`src/rtl/pipeline_hazard_ctrl.sv`:
```
// Pipeline hazard controller: stage-register enables, bubble/flush injection,
// data-memory freeze, fetch-response discard after redirect, stall-cycle counter.
module pipeline_hazard_ctrl #(
    parameter int unsigned CNT_W = 16
) (
    input  logic             clk,
    input  logic             rst,
    input  logic             id_valid,
    input  logic [4:0]       id_rs1_s,
    input  logic [4:0]       id_rs2_s,
    input  logic             ex_valid,
    input  logic             ex_mem_read,
    input  logic [4:0]       ex_rd_s,
    input  logic             ex_redirect,
    input  logic             imem_pending,
    input  logic             imem_resp,
    input  logic             dmem_req,
    input  logic             dmem_resp,
    output logic             pc_we,
    output logic             if_id_we,
    output logic             id_ex_we,
    output logic             ex_mem_we,
    output logic             mem_wb_we,
    output logic             if_id_flush,
    output logic             id_ex_flush,
    output logic             imem_hold,
    output logic [CNT_W-1:0] stall_count
);

    typedef enum logic {RUN, DMEM_WAIT} state_t;

    localparam logic [CNT_W-1:0] CNT_MAX = '1;

    state_t state;
    state_t state_n;
    logic   discard;
    logic   discard_n;
    logic   frozen;
    logic   load_use;

    // Freeze covers both the first stalled cycle in RUN and every waiting cycle.
    always_comb begin
        frozen = ((state == RUN) && dmem_req && !dmem_resp)
              || ((state == DMEM_WAIT) && !dmem_resp);
        load_use = ex_valid && ex_mem_read && (ex_rd_s != 5'd0) && id_valid
                && ((ex_rd_s == id_rs1_s) || (ex_rd_s == id_rs2_s));
    end

    always_comb begin
        pc_we       = 1'b1;
        if_id_we    = 1'b1;
        id_ex_we    = 1'b1;
        ex_mem_we   = 1'b1;
        mem_wb_we   = 1'b1;
        if_id_flush = 1'b0;
        id_ex_flush = 1'b0;
        imem_hold   = 1'b0;
        state_n     = frozen ? DMEM_WAIT : RUN;
        discard_n   = discard;

        if (rst) begin
            state_n   = RUN;
            discard_n = 1'b0;
        end else if (frozen) begin
            pc_we     = 1'b0;
            if_id_we  = 1'b0;
            id_ex_we  = 1'b0;
            ex_mem_we = 1'b0;
            mem_wb_we = 1'b0;
            imem_hold = 1'b1;
        end else begin
            if (ex_redirect) begin
                if_id_flush = 1'b1;
                id_ex_flush = 1'b1;
            end else if (load_use) begin
                pc_we       = 1'b0;
                if_id_we    = 1'b0;
                id_ex_flush = 1'b1;
            end else if (!imem_resp) begin
                pc_we       = 1'b0;
                if_id_flush = 1'b1;
            end

            // A stale fetch in flight is squashed until it returns; a redirect still moves the PC.
            if (discard && !ex_redirect) begin
                pc_we       = 1'b0;
                if_id_flush = 1'b1;
            end
            if (discard && imem_resp) begin
                discard_n = 1'b0;
            end
            if (ex_redirect && imem_pending && !imem_resp) begin
                discard_n = 1'b1;
            end
        end
    end

    always_ff @(posedge clk or posedge rst) begin
        if (rst) begin
            state       <= RUN;
            discard     <= 1'b0;
            stall_count <= '0;
        end else begin
            state   <= state_n;
            discard <= discard_n;
            if (!pc_we && (stall_count != CNT_MAX)) begin
                stall_count <= stall_count + CNT_W'(1);
            end
        end
    end

endmodule

```
`config.mk`:
```
export PLATFORM = sky130hd
export DESIGN_NAME = pipeline_hazard_ctrl
export DESIGN_NICKNAME = d
export VERILOG_FILES = /design/src/rtl/pipeline_hazard_ctrl.sv
export SDC_FILE = /design/constraint.sdc
export NUM_CORES = 1
export LEC_CHECK = 0
export ABC_CLOCK_PERIOD_IN_PS = 6550
export CAP_MARGIN = 20
export CORE_AREA = 2 2 53 55
export CTS_CLUSTER_DIAMETER = 150
export DETAILED_ROUTE_END_ITERATION = 16
export DIE_AREA = 0 0 55 57
export PLACE_DENSITY = 0.83
export SLEW_MARGIN = 20
export SYNTH_ARGS = -nofsm -noshare
export SYNTH_HDL_FRONTEND = slang
export SYNTH_SLANG_ARGS = --single-unit
```
`constraint.sdc`:
```
create_clock -name clk -period 6.55 [get_ports clk]
set_input_delay 1.965 -clock clk [delete_from_list [all_inputs] [get_ports clk]]
set_output_delay 1.965 -clock clk [all_outputs]
set_load 0.03 [all_outputs]
```
==> flow_summary.ini <==
[clock_tree]
cts_hold_buf = 0
cts_setup_buffers = 0
cts.repair.resized = 0
cts_tree = yes
cts_root_buffer = clkbuf_4
clock_latency_ps = 290
clk_pin_slew_ps = 90
numCtsBuffers = 3
cts_buffer_depth = 2
clkSinkCount = 18
htree_levels = 1

[sta]
maxSlewViolCount = 0
finalHoldViolations = 0
period_minus_slack_ps = 6170
min_period_over_period_pct = 94.1
max_freq_mhz = 162
slew_headroom_pct = 57.3
rsz0062_at_grt = no
tightest_slew_ps = 638
final.setup.tns_ps = 0
finalSetupViolCount = 0
skew_ps = 1.19

[drt]
postRouteAntennaNets = 0
wirelength_um = 2720
drt_iter0_drc = 11
vias_per_cell = 5.29
vias = 1011
dr.pass1.iters = 4
wl_per_cell_um = 14.2
drcViolationCount = 0

[placement]
gp_congestion = 0.771
hpwl_um = 2220
placed_area_um2 = 1610
port_buffers = 48

[critical_path]
crit_required_ps = 4590
startpoint_type = input pin
end_kind = primary output
reg2reg_slack_ps = 4530
cp.arrival_ps = 4200
rr_startpoint = stall_count[5]
reg2reg_depth = 5
regToRegEndpoint = stall_count[5]
crit_path_max_fanout = 3
critPathKind = input pin to primary output

[global_route]
grt_max_degree = 17
grt_pass1_vias = 1023
grt_pass1_wl_um = 4330
grt_usage_pct = 18.5
grt_antenna_before_repair = 0
overflow = 0

[logic_synthesis]
synth_cell_types = 36
syn_area_per_cell_um2 = 9.93
ys_seq_area_share_pct = 41.2
synthCells = 110
ys_seq_elements = 18
yosys_warnings = 0
yosysTopAreaCell = dfrtp_1
async_reset_ff_share_pct = 100
synthFlopType = dfrtp_1
synth-edff-count = 0
syn_area_um2 = 1090
synth_area_leaders = dfrtp_1 41%, xor2_1 10%, xnor2_1 7.2%, nand3_1 3.7%, nand4_1 3.4%
synthDominantCellAreaShare_pct = 41.2
mappedNetlistNets = 136

[floorplanning]
fp-row-count = 19
die_height_um = 57
die_w_um = 55
dieArea_um2 = 3140
core_um2 = 2620
start_util_pct = 41.8
io_pins = 49

[pwr]
power_leakage_uw = 0.000676
pwr_density_cell_nw_per_um2 = 229
seq_power_share_pct = 42.1
netSwitchingFraction_pct = 38.9
p_clk_share_pct = 14.1
switchingPower_uw = 145
combPwrFrac_pct = 43.8
vdd_drop_max_uv = 217
intPower_uw = 228

[status]
status = finished clean

[layout]
final_cell_area_um2 = 1630
insertedDiodeCount = 0
drive_above_1_share_pct = 6.88
area_delta_synth_final_pct = 49.5
finish.net_count = 188

[min_path]
worstHoldEndpoint = stall_count[6]
min-delay-start = stall_count[6]
min_path_cells = 1
min_path_type = flop to flop

[run]
max_cap_viol_count = 0
synthesized netlist by cell type (all sizes together) (2+ instances only):
library cell and n:
nor2b 2, o21ai 2, inv 3, and3 4, mux2 3, nand2 6, nand3 8, and4 2
nand2b 2, nor2 6, nor3 2, xnor2 9, nor4b 2, a31oi 2, buf 3, xor2 13
a21oi 2, dfrtp 18, nand4 6
through the flow:
stage / total power, uW / instances / hold WS (ps) / setup WS (ps) / util (%)
6_report: 374 / 191 / 501 / 384 / 62.4
3_5_place_dp: 324 / 188 / 481 / 377 / 61.6
4_1_cts: 378 / 191 / 501 / 368 / 62.4
2_1_floorplan: 248 / 110 / 591 / 1260 / -
3_3_place_gp: 319 / 188 / 478 / 418 / 61.6
5_1_grt: 397 / 191 / 515 / 198 / 62.4
critical path: stages:
cell and delay, ps:
clkdlybuf4s50_1 460, or4_1 530, o2111ai_1 240, buf_4 180, o31ai_1 60, nand2_1 90, clkdlybuf4s50_1 670
power groups by stage:
stage          sequential (uW)  combinational (uW)  clock [uW]
6_report                   157                 164        52.7
5_1_grt                    162                 176        59.8
4_1_cts                    158                 166        54.5
3_5_place_dp               159                 165           0
3_3_place_gp               158                 161           0
2_1_floorplan              193                54.2           0
cell families (layout without fill, tap and decap cells):
group                      Yosys count  after routing  synth area share [%]
and+or+nand+nor                     45             45                  23.1
xor gates and xnor gates            22             22                  17.6
DFF                                 18             18                  41.2
AOI/OAI and AO/OA                   14             14                  10.5
buffers and inverters                7             57                  3.21
muxes                                3              3                  3.09
adders and majority gates            1              1                  1.15
worst max path at each step:
stage | endpoint | start | slack [ps] | depth (start not counted)
after floorplan | pc_we | ex_rd_s[1] | 1260 | 5
after global placement | if_id_we | ex_rd_s[1] | 420 | 7
after detailed placement | if_id_we | ex_rd_s[2] | 380 | 7
after CTS | if_id_we | ex_rd_s[1] | 370 | 7
after global routing | if_id_we | ex_rd_s[2] | 200 | 7
final | if_id_we | ex_rd_s[1] | 380 | 7
sequential cells by signal, indices dropped and copies added, names as in the netlist:
name and cells:
state 1, stall_count 16, discard 1
final cells by class:
cell class	count	area [um2]
Multi-Input combinational cell	85	607
Inverter	3	11.3
Clock buffer	3	22.5
Tap cell	31	38.8
Timing Repair Buffer	51	503
Sequential cell	18	450
Fill cell	240	982
per-layer routing:
metal	global-route usage, %	vias to the layer above	part of all wire, %
met5	0	-	0
li1	-	496	-
met3	4.19	5	9.6
met1	21.4	470	39
met2	32.5	40	50
met4	6.27	0	1.3
cell usage in the layout, fill, tap and decap left out, types with 4 or more instances in the layout:
cell type,count
clkdlybuf4s50_1,48
dfrtp_1,18
xor2_1,13
xnor2_1,9
nand3_1,8
nor2_1,6
nand2_1,6
nand4_1,6
and3_1,4
Note: power is estimated with default switching activity, not from simulation.
